`src/rtl/e1000_pkg.sv`:
```
// Shared e1000 constants: legacy TX descriptor layout, command/status bits,
// AXI encodings and the TX engine state type.
package e1000_pkg;

    localparam int TXD_DW_BUF_LO = 0;
    localparam int TXD_DW_BUF_HI = 1;
    localparam int TXD_DW_LEN    = 2;
    localparam int TXD_DW_STA    = 3;
    localparam int TXD_CMD_LSB   = 24;

    localparam int CMD_EOP = 0;
    localparam int CMD_RS  = 3;
    localparam int STA_DD  = 0;

    localparam logic [2:0] AXI_SIZE_4B    = 3'd2;
    localparam logic [1:0] AXI_BURST_INCR = 2'b01;
    localparam logic [7:0] TXD_BEATS_M1   = 8'd3;

    typedef enum logic [3:0] {
        ST_IDLE,
        ST_FETCH_A,
        ST_FETCH_D,
        ST_CHECK,
        ST_SPACE,
        ST_DMA_CMD,
        ST_DMA_WAIT,
        ST_FRAME,
        ST_WB_A,
        ST_WB_D,
        ST_WB_B,
        ST_REPORT
    } tx_state_e;

endpackage

```
`src/rtl/tx_engine.sv`:
```
// e1000 transmit descriptor engine: fetch descriptor, DMA buffer into the local
// packet ring, hand off EOP frames, write back DD on RS, report completion.
module tx_engine #(
    parameter logic [15:0] PKT_BUF_BASE = 16'h8000,
    parameter int unsigned PKT_BUF_SIZE = 32'h8000
) (
    input  logic        aclk,
    input  logic        aresetn,

    input  logic [31:0] cmd_s_tdata,
    input  logic        cmd_s_tvalid,
    input  logic        cmd_s_tlast,
    output logic        cmd_s_tready,

    output logic [31:0] stat_m_tdata,
    output logic        stat_m_tvalid,
    output logic        stat_m_tlast,
    input  logic        stat_m_tready,

    output logic [3:0]  ram_m_arid,
    output logic [15:0] ram_m_araddr,
    output logic [7:0]  ram_m_arlen,
    output logic [2:0]  ram_m_arsize,
    output logic [1:0]  ram_m_arburst,
    output logic        ram_m_arvalid,
    input  logic        ram_m_arready,
    input  logic [3:0]  ram_m_rid,
    input  logic [31:0] ram_m_rdata,
    input  logic [1:0]  ram_m_rresp,
    input  logic        ram_m_rlast,
    input  logic        ram_m_rvalid,
    output logic        ram_m_rready,
    output logic [3:0]  ram_m_awid,
    output logic [15:0] ram_m_awaddr,
    output logic [7:0]  ram_m_awlen,
    output logic [2:0]  ram_m_awsize,
    output logic [1:0]  ram_m_awburst,
    output logic        ram_m_awvalid,
    input  logic        ram_m_awready,
    output logic [3:0]  ram_m_wid,
    output logic [31:0] ram_m_wdata,
    output logic [3:0]  ram_m_wstrb,
    output logic        ram_m_wlast,
    output logic        ram_m_wvalid,
    input  logic        ram_m_wready,
    input  logic [3:0]  ram_m_bid,
    input  logic [1:0]  ram_m_bresp,
    input  logic        ram_m_bvalid,
    output logic        ram_m_bready,

    output logic [63:0] dma_src_addr,
    output logic [15:0] dma_dst_addr,
    output logic [15:0] dma_bytes,
    output logic        dma_valid,
    input  logic        dma_ready,

    input  logic [63:0] rpt_src_addr,
    input  logic [15:0] rpt_dst_addr,
    input  logic [15:0] rpt_bytes,
    input  logic        rpt_valid,
    output logic        rpt_ready,

    output logic [31:0] frm_m_tdata,
    output logic        frm_m_tvalid,
    output logic        frm_m_tlast,
    input  logic        frm_m_tready,

    input  logic [31:0] frm_s_tdata,
    input  logic        frm_s_tvalid,
    input  logic        frm_s_tlast,
    output logic        frm_s_tready
);
    import e1000_pkg::*;

    localparam logic [15:0] RING_MASK = 16'(PKT_BUF_SIZE - 1);
    localparam logic [16:0] FREE_INIT = 17'(PKT_BUF_SIZE);

    tx_state_e         state_q, state_d;
    logic [15:0]       desc_addr_q, desc_addr_d;
    logic [3:0][31:0]  dw_q, dw_d;
    logic [1:0]        beat_q, beat_d;
    logic [15:0]       wr_ptr_q, wr_ptr_d;
    logic [15:0]       frame_start_q, frame_start_d;
    logic [15:0]       frame_len_q, frame_len_d;
    logic [16:0]       free_q, free_d;
    logic              cmd_tready_q, cmd_tready_d;
    logic              arvalid_q, arvalid_d;
    logic              awvalid_q, awvalid_d;
    logic              wvalid_q, wvalid_d;
    logic              dma_valid_q, dma_valid_d;
    logic              frm_valid_q, frm_valid_d;
    logic              stat_valid_q, stat_valid_d;

    logic [63:0]       desc_buf;
    logic [15:0]       desc_len;
    logic              desc_eop, desc_rs;
    logic [15:0]       alloc;
    logic [16:0]       release_bytes;
    tx_state_e         after_data, after_frame;

    assign desc_buf = {dw_q[TXD_DW_BUF_HI], dw_q[TXD_DW_BUF_LO]};
    assign desc_len = dw_q[TXD_DW_LEN][15:0];
    assign desc_eop = dw_q[TXD_DW_LEN][TXD_CMD_LSB + CMD_EOP];
    assign desc_rs  = dw_q[TXD_DW_LEN][TXD_CMD_LSB + CMD_RS];

    // Non-EOP descriptors skip FRAME; RS clear skips the write-back.
    assign after_frame = desc_rs ? ST_WB_A : ST_REPORT;
    assign after_data  = desc_eop ? ST_FRAME : after_frame;

    // Transmitter releases are always accepted.
    assign release_bytes = frm_s_tvalid ? {1'b0, frm_s_tdata[15:0]} : 17'd0;

    always_comb begin
        state_d       = state_q;
        desc_addr_d   = desc_addr_q;
        dw_d          = dw_q;
        beat_d        = beat_q;
        wr_ptr_d      = wr_ptr_q;
        frame_start_d = frame_start_q;
        frame_len_d   = frame_len_q;
        alloc         = 16'd0;

        unique case (state_q)
            ST_IDLE: begin
                if (cmd_tready_q && cmd_s_tvalid) begin
                    desc_addr_d = cmd_s_tdata[15:0];
                    state_d     = ST_FETCH_A;
                end
            end
            ST_FETCH_A: begin
                beat_d = 2'd0;
                if (arvalid_q && ram_m_arready) state_d = ST_FETCH_D;
            end
            ST_FETCH_D: begin
                if (ram_m_rvalid) begin
                    dw_d[beat_q] = ram_m_rdata;
                    beat_d       = beat_q + 2'd1;
                    if (ram_m_rlast) state_d = ST_CHECK;
                end
            end
            ST_CHECK: begin
                if (desc_buf == 64'd0 || desc_len == 16'd0) state_d = after_data;
                else                                        state_d = ST_SPACE;
            end
            ST_SPACE: begin
                if (free_q >= {1'b0, desc_len}) state_d = ST_DMA_CMD;
            end
            ST_DMA_CMD: begin
                if (dma_valid_q && dma_ready) begin
                    alloc       = desc_len;
                    wr_ptr_d    = (wr_ptr_q + desc_len) & RING_MASK;
                    frame_len_d = frame_len_q + desc_len;
                    state_d     = ST_DMA_WAIT;
                end
            end
            ST_DMA_WAIT: begin
                if (rpt_valid) state_d = after_data;
            end
            ST_FRAME: begin
                if (frm_valid_q && frm_m_tready) begin
                    frame_start_d = wr_ptr_q;
                    frame_len_d   = 16'd0;
                    state_d       = after_frame;
                end
            end
            ST_WB_A: begin
                if (awvalid_q && ram_m_awready) state_d = ST_WB_D;
            end
            ST_WB_D: begin
                if (wvalid_q && ram_m_wready) state_d = ST_WB_B;
            end
            ST_WB_B: begin
                if (ram_m_bvalid) state_d = ST_REPORT;
            end
            ST_REPORT: begin
                if (stat_valid_q && stat_m_tready) state_d = ST_IDLE;
            end
            default: state_d = ST_IDLE;
        endcase

        // Allocation and release in the same cycle net out.
        free_d = free_q - {1'b0, alloc} + release_bytes;

        // Every handshake leaves its state, so each valid is simply "next state is X".
        cmd_tready_d = (state_d == ST_IDLE);
        arvalid_d    = (state_d == ST_FETCH_A);
        dma_valid_d  = (state_d == ST_DMA_CMD);
        frm_valid_d  = (state_d == ST_FRAME);
        awvalid_d    = (state_d == ST_WB_A);
        wvalid_d     = (state_d == ST_WB_D);
        stat_valid_d = (state_d == ST_REPORT);
    end

    always_ff @(posedge aclk or negedge aresetn) begin
        if (!aresetn) begin
            state_q       <= ST_IDLE;
            desc_addr_q   <= '0;
            dw_q          <= '0;
            beat_q        <= '0;
            wr_ptr_q      <= '0;
            frame_start_q <= '0;
            frame_len_q   <= '0;
            free_q        <= FREE_INIT;
            cmd_tready_q  <= 1'b0;
            arvalid_q     <= 1'b0;
            awvalid_q     <= 1'b0;
            wvalid_q      <= 1'b0;
            dma_valid_q   <= 1'b0;
            frm_valid_q   <= 1'b0;
            stat_valid_q  <= 1'b0;
        end else begin
            state_q       <= state_d;
            desc_addr_q   <= desc_addr_d;
            dw_q          <= dw_d;
            beat_q        <= beat_d;
            wr_ptr_q      <= wr_ptr_d;
            frame_start_q <= frame_start_d;
            frame_len_q   <= frame_len_d;
            free_q        <= free_d;
            cmd_tready_q  <= cmd_tready_d;
            arvalid_q     <= arvalid_d;
            awvalid_q     <= awvalid_d;
            wvalid_q      <= wvalid_d;
            dma_valid_q   <= dma_valid_d;
            frm_valid_q   <= frm_valid_d;
            stat_valid_q  <= stat_valid_d;
        end
    end

    assign cmd_s_tready  = cmd_tready_q;

    assign stat_m_tdata  = {16'd0, desc_addr_q};
    assign stat_m_tvalid = stat_valid_q;
    assign stat_m_tlast  = 1'b1;

    assign ram_m_arid    = 4'd0;
    assign ram_m_araddr  = desc_addr_q;
    assign ram_m_arlen   = TXD_BEATS_M1;
    assign ram_m_arsize  = AXI_SIZE_4B;
    assign ram_m_arburst = AXI_BURST_INCR;
    assign ram_m_arvalid = arvalid_q;
    assign ram_m_rready  = 1'b1;

    // Status dword sits at offset 0xC of the 16-byte descriptor.
    assign ram_m_awid    = 4'd0;
    assign ram_m_awaddr  = {desc_addr_q[15:4], 4'hC};
    assign ram_m_awlen   = 8'd0;
    assign ram_m_awsize  = AXI_SIZE_4B;
    assign ram_m_awburst = AXI_BURST_INCR;
    assign ram_m_awvalid = awvalid_q;
    assign ram_m_wid     = 4'd0;
    assign ram_m_wdata   = dw_q[TXD_DW_STA] | (32'd1 << STA_DD);
    assign ram_m_wstrb   = 4'hF;
    assign ram_m_wlast   = 1'b1;
    assign ram_m_wvalid  = wvalid_q;
    assign ram_m_bready  = 1'b1;

    assign dma_src_addr  = desc_buf;
    assign dma_dst_addr  = PKT_BUF_BASE + wr_ptr_q;
    assign dma_bytes     = desc_len;
    assign dma_valid     = dma_valid_q;
    assign rpt_ready     = 1'b1;

    assign frm_m_tdata   = {frame_len_q, PKT_BUF_BASE + frame_start_q};
    assign frm_m_tvalid  = frm_valid_q;
    assign frm_m_tlast   = 1'b1;
    assign frm_s_tready  = 1'b1;

    logic unused_ok;
    assign unused_ok = ^{cmd_s_tdata[31:16], cmd_s_tlast, ram_m_rid, ram_m_rresp,
                         ram_m_bid, ram_m_bresp, rpt_src_addr, rpt_dst_addr,
                         rpt_bytes, frm_s_tdata[31:16], frm_s_tlast};

endmodule

```
`config.mk`:
```
export PLATFORM = sky130hd
export DESIGN_NAME = tx_engine
export DESIGN_NICKNAME = d
export VERILOG_FILES = /design/src/rtl/e1000_pkg.sv /design/src/rtl/tx_engine.sv
export SDC_FILE = /design/constraint.sdc
export NUM_CORES = 1
export LEC_CHECK = 0
export ABC_AREA = 1
export CAP_MARGIN = 20
export CORE_AREA = 2 2 194 196
export CTS_CLUSTER_DIAMETER = 80
export DETAILED_ROUTE_END_ITERATION = 8
export DIE_AREA = 0 0 196 198
export PLACE_DENSITY_LB_ADDON = 0.08
export SLEW_MARGIN = 5
export SYNTH_ARGS = -nofsm -noshare
export SYNTH_HDL_FRONTEND = slang
export SYNTH_SLANG_ARGS = --single-unit
export TNS_END_PERCENT = 20
```
`constraint.sdc`:
```
create_clock -name aclk -period 5.9 [get_ports aclk]
set_input_delay 1.77 -clock aclk [delete_from_list [all_inputs] [get_ports aclk]]
set_output_delay 1.77 -clock aclk [all_outputs]
set_load 0.02 [all_outputs]
```
; Word level (Yosys, flattened, before mapping)
; Index checks and enable logic that the tools add are counted.
[totals]
ff_bits = 220
inputBits = 220
out_inout_bits = 280
[op_classes]
add_sub_neg = 7
order_cmp = 3
eq_ne = 20
n_mux = 27
n_reduce_logical = 21
[ops]
columns = op, n
row1 = 128-bit bitwise mux, 1
row2 = 16-bit 2-to-1 mux, 5
row3 = 32-bit demux with 2-bit select, 1
row4 = 64-bit logical NOT, 1
row5 = 4-bit 2-to-1 mux, 14
row6 = 4-bit one-hot mux with 12 select lines, 1
row7 = "16-bit by 15-bit adder with 16-bit output, first input constant", 2
row8 = 32-bit 2-to-1 mux, 1
row9 = 16-bit one-hot mux with 2 select lines, 1
row10 = "4-bit equality test, second input constant", 7
row11 = "4-bit by 3-bit equality test with 1-bit output, second input constant", 6
row12 = 17-bit by 16-bit adder with 17-bit output, 1
row13 = 17-bit by 16-bit >= comparator with 1-bit output, 1
row14 = 17-bit by 16-bit subtractor with 17-bit output, 1
row15 = 16-bit adder, 1
row16 = 16-bit logical NOT, 1
row17 = 15-bit adder, 1
row18 = 2-bit AND reduction, 5
row19 = "4-bit by 1-bit equality test with 1-bit output, second input constant", 2
row20 = "4-bit by 2-bit equality test with 1-bit output, second input constant", 2
row21 = 1-bit logical AND, 8
row22 = 4-bit logical NOT, 2
row23 = "2-bit != test, second input constant", 3
row24 = 2-bit 2-to-1 mux, 2
row25 = 7 further kinds, 8

; Depth between registers and ports, before layout
; Gate-level depths: netlist of run 1.
[depth]
ltp_word = 5
depth_mapped = 19
ltp_nobuf = 17

; Least setup slack after synthesis of run 1
; Ideal clock, no wire load.
[synth_timing]
path_kind = input-to-reg
start = input port frm_s_tvalid
end = register free_q[16]
setup_time_ns = 0.117
t_arrival_ns = 4.077
t_required_ns = 5.783
setup_slack_ns = 1.706
path_stages = 11
n_path_buf = 2
path_cell_list = clkbuf_1 > clkbuf_1 > nand2_1 > fa_1 > fa_1 > o21ai_1 > a21boi_0 > o21ai_0 > nand3_1 > nand3b_1 > nand2_1
[synth_between]
elab_chain_cells = 2
[synth_lines]
columns = item, line_no
row1 = from (decl), tx_engine.sv:69  ; input logic frm_s_tvalid,
row2 = 16-bit 2-to-1 mux, tx_engine.sv:111  ; assign release_bytes = frm_s_tvalid ? {1'b0, frm_s_tdata[15:0]} : 17'd0;
row3 = 17-bit by 16-bit adder with 17-bit output, tx_engine.sv:182  ; free_d = free_q - {1'b0, alloc} + release_bytes;
row4 = named net free_d[16], tx_engine.sv:85  ; logic [16:0] free_q, free_d;
row5 = to (signal assigned), tx_engine.sv:219  ; free_q <= free_d;
row6 = to (decl), tx_engine.sv:85
; The timed path passes the listed nets, and every way through them passes these cells.
; A chain may end at the register's enable or synchronous reset.

; Final worst setup path of run 1
[layout_timing]
start = input port dma_ready
end = register free_q[16]
[layout_between]
elab_chain_cells = 5
[layout_lines]
columns = item, line_no
row1 = from (decl), tx_engine.sv:55  ; input logic dma_ready,
row2 = 1-bit logical AND, tx_engine.sv:149  ; if (dma_valid_q && dma_ready) begin
row3 = 16-bit 2-to-1 mux, tx_engine.sv:149
row4 = 16-bit 2-to-1 mux, tx_engine.sv:123  ; unique case (state_q)
row5 = 17-bit by 16-bit subtractor with 17-bit output, tx_engine.sv:182
row6 = 17-bit by 16-bit adder with 17-bit output, tx_engine.sv:182
row7 = named net free_d[16], tx_engine.sv:85
; The timed path passes the listed nets, and every way through them passes these cells.

==> results of run 1 <==
## state kept, by name, indices dropped and copies added (netlist names), 2 cells and up
signal and cells:
beat_q 2, ram_m_araddr 16, free_q 17, wr_ptr_q 15
ram_m_wdata 31, frame_len_q 16, frame_start_q 15, dma_src_addr 64
dma_bytes 16, state_q 4
## cell usage after synthesis (all sizes together), types with 3 or more instances
library cell    n  share of area
buf           128          0.080
a21boi          4         0.0025
nor3           12         0.0055
o31ai           3         0.0019
a21o            9         0.0057
o21ai         167          0.070
nand3          43          0.019
nand3b          4         0.0025
inv           156          0.049
mux2           16          0.015
dfrtp         204           0.43
nand2         355           0.12
xnor2          12         0.0088
or2             3         0.0016
fa             18          0.030
nand4          14         0.0086
a21oi          61          0.026
nor2          107          0.036
clkbuf          6         0.0019
xor2           16          0.012
ha             66          0.069
o21bai          7         0.0044
## cells by family after synthesis
group,after synthesis
buf+inv,291
fa+ha+maj,84
simple gates,540
other cells,2
mux,16
flops,205
compound gates,256
xor+xnor,28
## cells in the final DEF, fill, tap and decap left out, types with 4 or more instances in the layout
| master | n |
|---|---|
| conb_1 | 72 |
| clkbuf_1 | 4 |
| nor2_1 | 102 |
| nand4_1 | 13 |
| nand2_4 | 5 |
| clkinv_2 | 6 |
| clkbuf_8 | 6 |
| mux2_2 | 16 |
| nand3_1 | 41 |
| inv_2 | 7 |
| nand2_1 | 348 |
| ha_1 | 66 |
| nor3_1 | 11 |
| buf_4 | 4 |
| nand3b_1 | 4 |
| xor2_1 | 16 |
| o21bai_1 | 7 |
| dfrtp_1 | 204 |
| inv_1 | 149 |
| fa_1 | 18 |
| o21ai_1 | 38 |
| clkbuf_16 | 27 |
| xnor2_1 | 12 |
| clkdlybuf4s50_1 | 284 |
| o21ai_0 | 129 |
| a21o_1 | 9 |
| a21oi_1 | 60 |
## layer usage
metal | global-route usage | vias to the layer above | part of all wire
li1 | - | 4926 | -
met1 | 0.2520 | 4544 | 0.45
met4 | 0.04882 | 0 | 0.022
met3 | 0.04429 | 42 | 0.065
met5 | 0 | - | 0
met2 | 0.3076 | 282 | 0.46
## final timing paths
check	startpoint	to	depth (start not counted)
setup / recovery	dma_ready	free_q[16]$_DFF_PN0_	11
hold / removal	frame_start_q[6]$_DFFE_PN0P_	frame_start_q[6]$_DFFE_PN0P_	2
setup reg to reg	state_q[1]$_DFF_PN0_	free_q[16]$_DFF_PN0_	13
hold reg to reg	frame_start_q[6]$_DFFE_PN0P_	frame_start_q[6]$_DFFE_PN0P_	2
max in group asynchronous	aresetn	wr_ptr_q[9]$_DFFE_PN0P_	2
min in group asynchronous	aresetn	ram_m_wdata[21]$_DFFE_PN0P_	1
## tightest hold or removal path, cell delays in order (launching register included)
cell and delay (ns):
dfrtp_1 0.34, nand2_1 0.05, nand2_1 0.05
## power breakdown
group | internal [mW] | switching (mW)
Combinational | 1.42 | 1.91
Sequential | 1.79 | 0.341
Clock | 1.01 | 0.665
## layout make-up
class,count,area (um^2)
fillers,3750,21330
multi-input cells,996,5497
flip-flops and latches,205,5131
repair buffers,290,2908
clock buffers,37,773.2
well taps,474,593.1
inverters,157,590.6
clock inverters,11,132.6
## per-stage QoR
stage / setup slack, ns / utilization / hold slack [ns] / std cells / power, mW
finish: 1.312 / 0.4228 / 0.4703 / 2170 / 7.130
global route: 0.9526 / 0.4228 / 0.4986 / 2170 / 7.662
CTS: 1.209 / 0.4228 / 0.4719 / 2170 / 7.240
detailed placement: 0.6403 / 0.3983 / 0.4576 / 2122 / 5.526
global placement: 0.6899 / 0.3983 / 0.4573 / 2122 / 5.507
floorplan: 1.706 / - / 0.4530 / 1492 / 4.258
==> impl_metrics.py, run 1 <==
metrics = {
    "cts": {
        "clk_pin_slew_ns": 0.06,
        "cts.htree.levels": 1,
        "cts_made_buffers": 27,
        "clock_latency_ns": 0.55,
        "cts.sinks": 205,
        "postCtsSetupRepairBufs": 0,
        "postCtsHoldBufs": 0,
        "ctsResizeCount": 0,
        "cts_tree": "built",
        "cts.path.max_buffers": 3,
        "root_buffer": "clkbuf_16",
    },
    "routing": {
        "via_per_inst": 4.513,
        "drt_iter0_drc": 500,
        "vias": 9794,
        "wirelength_um": 36800,
        "first_pass_iters": 5,
        "wl_per_cell_um": 16.96,
        "antenna_left": 0,
        "remaining_drc_errors": 0,
    },
    "timing": {
        "setup_violations": 0,
        "hold_violations": 0,
        "worst_pin_slew_ns": 1.017,
        "finalCritPeriodShare": 0.7776,
        "maxSlewHeadroom": 0.3221,
        "rsz0062_at_grt": "false",
        "clock_skew_ns": 0.01242,
        "period_minus_slack_ns": 4.588,
        "fin_tns_setup_ns": 0,
        "maxSlewViolCount": 0,
        "max_freq_mhz": 218.0,
    },
    "worst_setup_path": {
        "cp_max_fo": 17,
        "reg2reg_setup_slack_ns": 2.26,
        "critPathKind": "in -> reg",
        "crit_path_cell_trace": "clkdlybuf4s50_1, nand3_2, nor2_1, fa_1, fa_1, o21ai_1, a21boi_0, o21ai_0, nand3_1, nand3b_1, nand2_1",
        "crit_path_max_incr_delay_ns": 0.50,
        "crit_family": "adder cells",
        "worst-path-buf-inv": 1,
        "cp_common_cell": "fa_1",
        "endpoint_kind": "register",
        "worstPathRequired_ns": 6.34,
        "worst-endpoint-arrival_ns": 5.03,
        "crit_slowest_cell": "clkdlybuf4s50_1",
        "cp-start-kind": "primary input",
    },
    "synth": {
        "synthAdderAreaFrac": 0.09944,
        "ys.flop_type": "dfrtp_1",
        "ys_types": 44,
        "ys_seq_area_frac": 0.4302,
        "syn_inst": 1422,
        "async_reset_ff_frac": 1.000,
        "syn_area_um2": 11930,
        "synth_compound_area_frac": 0.1134,
        "synthXorXnorAreaFrac": 0.02056,
        "synth_warnings": 0,
        "syn_avg_cell_area_um2": 8.388,
        "muxShareOfSynthArea": 0.01511,
        "synth_top_family_by_area": "simple AND/OR/NAND/NOR gates",
        "ys_ff_latch": 205,
        "synth-simple-area-share": 0.1897,
        "synth_edf_count": 0,
    },
    "placed_design": {
        "place_area_um2": 14720,
        "gp_congestion": 0.8795,
        "hpwl_um": 27760,
        "io_buffers": 285,
    },
    "final_layout": {
        "fin_area_um2": 15630,
        "layout-drive-gt1-share": 0.05601,
        "area_growth_pct": 31.00,
        "layout.nets": 1981,
        "n_antenna_cell": 0,
    },
    "global_routing": {
        "grtUsageTotal": 0.1885,
        "overflow": 0,
        "grt_pass1_wl_um": 56120,
        "grt_max_degree": 121,
        "grt_pass1_vias": 9443,
        "antenna_found_initial": 0,
    },
    "pwr": {
        "leakagePower_nw": 7.593,
        "power.density_nw_per_um2": 456.3,
        "vdd_drop_max_mv": 0.2180,
    },
    "floorplan": {
        "chipHeight_um": 198,
        "die-width_um": 196,
        "core.rowCount": 71,
        "die-area_um2": 38810,
        "io_pins": 500,
        "coreArea_um2": 36960,
        "initial_core_util": 0.3228,
    },
    "hold_path": {
        "hp-class": "reg -> reg",
    },
    "job": {
        "cap_violations": 0,
    },
    "outcome": {
        "status": "finished clean",
    },
}
(Power assumes the default switching activity.)
==> run 2: changes to the inputs <==
CORE_AREA = 2 2 195 197   (was 2 2 194 196)
DIE_AREA = 0 0 197 199   (was 0 0 196 198)
clock period = 3.8 ns   (was 5.9 ns; I/O delays follow)
==> run 2 against run 1 <==
- combinational power increased by 69%
- sequential power up 53%
- wire length is 0.98% higher
- largest cell class unchanged
- largest power group unchanged
- non-clock buffer count is 45 higher
- global-route usage increased by 0.18 points
==> impl_metrics.py, run 2 (same netlist as run 1, synthesis figures left out) <==
metrics = {
    "timing": {
        "fin_tns_setup_ns": 0,
        "worst_pin_slew_ns": 0.7918,
        "fin_ws_ns": 0.2405,
        "period_minus_slack_ns": 3.560,
        "hold_violations": 0,
        "finalCritPeriodShare": 0.9367,
        "clock_skew_ns": 0.008906,
        "max_freq_mhz": 280.9,
        "setup_violations": 0,
        "hold_ws_ns": 0.4719,
        "rsz0062_at_grt": "false",
        "maxSlewHeadroom": 0.4722,
        "maxSlewViolCount": 0,
    },
    "routing": {
        "wl_met2_um": 17490,
        "first_pass_iters": 5,
        "antenna_left": 0,
        "drt_iter0_drc": 505,
        "wl_met1_um": 16410,
        "wl_per_cell_um": 16.78,
        "top_layer": "met4",
        "wl_met3_um": 2481,
        "via_per_inst": 4.485,
        "wirelength_um": 37160,
        "remaining_drc_errors": 0,
        "vias": 9935,
    },
    "cts": {
        "cts_made_buffers": 26,
        "cts.path.max_buffers": 3,
        "clock_latency_ns": 0.55,
        "cts.sinks": 205,
        "cts_tree": "built",
        "clk_pin_slew_ns": 0.06,
        "postCtsHoldBufs": 0,
        "cts.htree.levels": 1,
        "root_buffer": "clkbuf_16",
    },
    "pwr": {
        "power.density_nw_per_um2": 727.8,
        "power.share.clock": 0.240,
        "leakagePower_nw": 7.855,
        "internal_power_mw": 7.099,
        "p_sw_mw": 4.588,
        "power_frac_comb": 0.481,
        "vdd_drop_max_mv": 0.3682,
        "switching_share": 0.3926,
        "power_frac_seq": 0.279,
    },
    "job": {
        "cap_violations": 0,
    },
    "final_layout": {
        "n_antenna_cell": 0,
        "layout_common_cells": "348 x nand2_1, 284 x clkdlybuf4s50_1, 204 x dfrtp_1",
        "layout-drive-gt1-share": 0.07984,
        "final_util": 0.4324,
        "area_growth_pct": 34.63,
        "layout.nets": 2025,
        "largest_reg_flops": 64,
        "layout_commonest_cell": "nand2_1",
    },
    "global_routing": {
        "antenna_found_initial": 0,
        "grtUsageTotal": 0.1903,
        "grt_pass1_vias": 9720,
        "grt_max_degree": 94,
        "overflow": 0,
        "grt_pass1_wl_um": 56970,
    },
    "floorplan": {
        "chipHeight_um": 199,
        "initial_core_util": 0.3212,
        "die-width_um": 197,
        "coreArea_um2": 37130,
        "core.rowCount": 71,
        "io_pins": 500,
        "die-area_um2": 39200,
    },
    "placed_design": {
        "post-place-ws_ns": -0.3063,
        "hpwl_um": 28710,
        "gp_congestion": 0.8769,
        "io_buffers": 285,
    },
    "hold_path": {
        "hp-class": "reg -> reg",
    },
    "worst_setup_path": {
        "worstPathRequired_ns": 4.23,
        "worst-endpoint-arrival_ns": 3.99,
        "cp-start-kind": "primary input",
        "cp_max_fo": 9,
        "critPathKind": "in -> reg",
        "endpoint_kind": "register",
    },
    "outcome": {
        "status": "finished clean",
    },
}
[run 2: cell count changes in the layout (fill, tap and decap cells not counted), sizes merged]
cell | previous run | this run
bufinv | 2 | 7
clkbuf | 37 | 33
clkinv | 7 | 8
buf | 6 | 51
inv | 158 | 157
clkinvlp | 1 | 0
[run 2: metrics by stage]
stage / instances / instance area [um^2] / total power [mW]
2_1_floorplan: 1492 / 12190 / 6.610
5_1_grt: 2215 / 16060 / 12.59
3_5_place_dp: 2167 / 15080 / 9.002
4_1_cts: 2215 / 16060 / 11.89
3_3_place_gp: 2167 / 15080 / 8.965
6_report: 2215 / 16060 / 11.69
[run 2: critical path: stages]
cell             delay, ns
clkdlybuf4s50_1       0.50
nand3_2               0.17
buf_4                 0.24
buf_4                 0.17
nor2_1                0.13
fa_1                  0.43
inv_1                 0.07
ha_1                  0.25
a21oi_1               0.20
o21ai_0               0.16
a21oi_1               0.16
nand2_1               0.09
nand2_1               0.07
nand2_1               0.06
xor2_1                0.15
[run 2: worst paths after layout]
path	startpoint	end	cells past startpoint	slack, ns
worst max-delay path	dma_ready	free_q[14]$_DFF_PN0_	15	0.24
worst min-delay path	frame_start_q[5]$_DFFE_PN0P_	frame_start_q[5]$_DFFE_PN0P_	2	0.47
worst max register to register	state_q[2]$_DFF_PN0_	free_q[14]$_DFF_PN0_	16	0.56
worst min register to register	frame_start_q[5]$_DFFE_PN0P_	frame_start_q[5]$_DFFE_PN0P_	2	0.47
max in group asynchronous	aresetn	free_q[15]$_DFF_PN1_	2	2.37
min in group asynchronous	aresetn	frame_len_q[6]$_DFFE_PN0P_	1	0.62
[run 2: power groups by stage]
stage	registers, mW	clock network [mW]	logic [mW]
4_1_cts	3.28	2.89	5.72
5_1_grt	3.36	2.98	6.25
3_5_place_dp	3.31	0	5.70
3_3_place_gp	3.30	0	5.67
6_report	3.26	2.80	5.62
2_1_floorplan	3.73	0	2.88
[run 2: what timing repair did]
action / 4_1_cts / 5_1_grt
setup endpoints to repair: 0 / 1
buffers inserted: 0 / 0
resized for setup: 0 / 1
[run 2: per-layer routing]
metal  vias to the layer above  global-route usage
li1                       5008                   -
met1                      4611              0.2499
met2                       276              0.3170
met3                        40             0.04510
met4                         0             0.04623
met5                         -                   0
[run 2: layout make-up]
class	instances	area (um^2)
clock buffers	33	696.9
clock inverters	15	279.0
fillers	3777	21080
inverters	157	590.6
multi-input cells	996	5497
flip-flops and latches	205	5131
well taps	474	593.1
repair buffers	335	3271
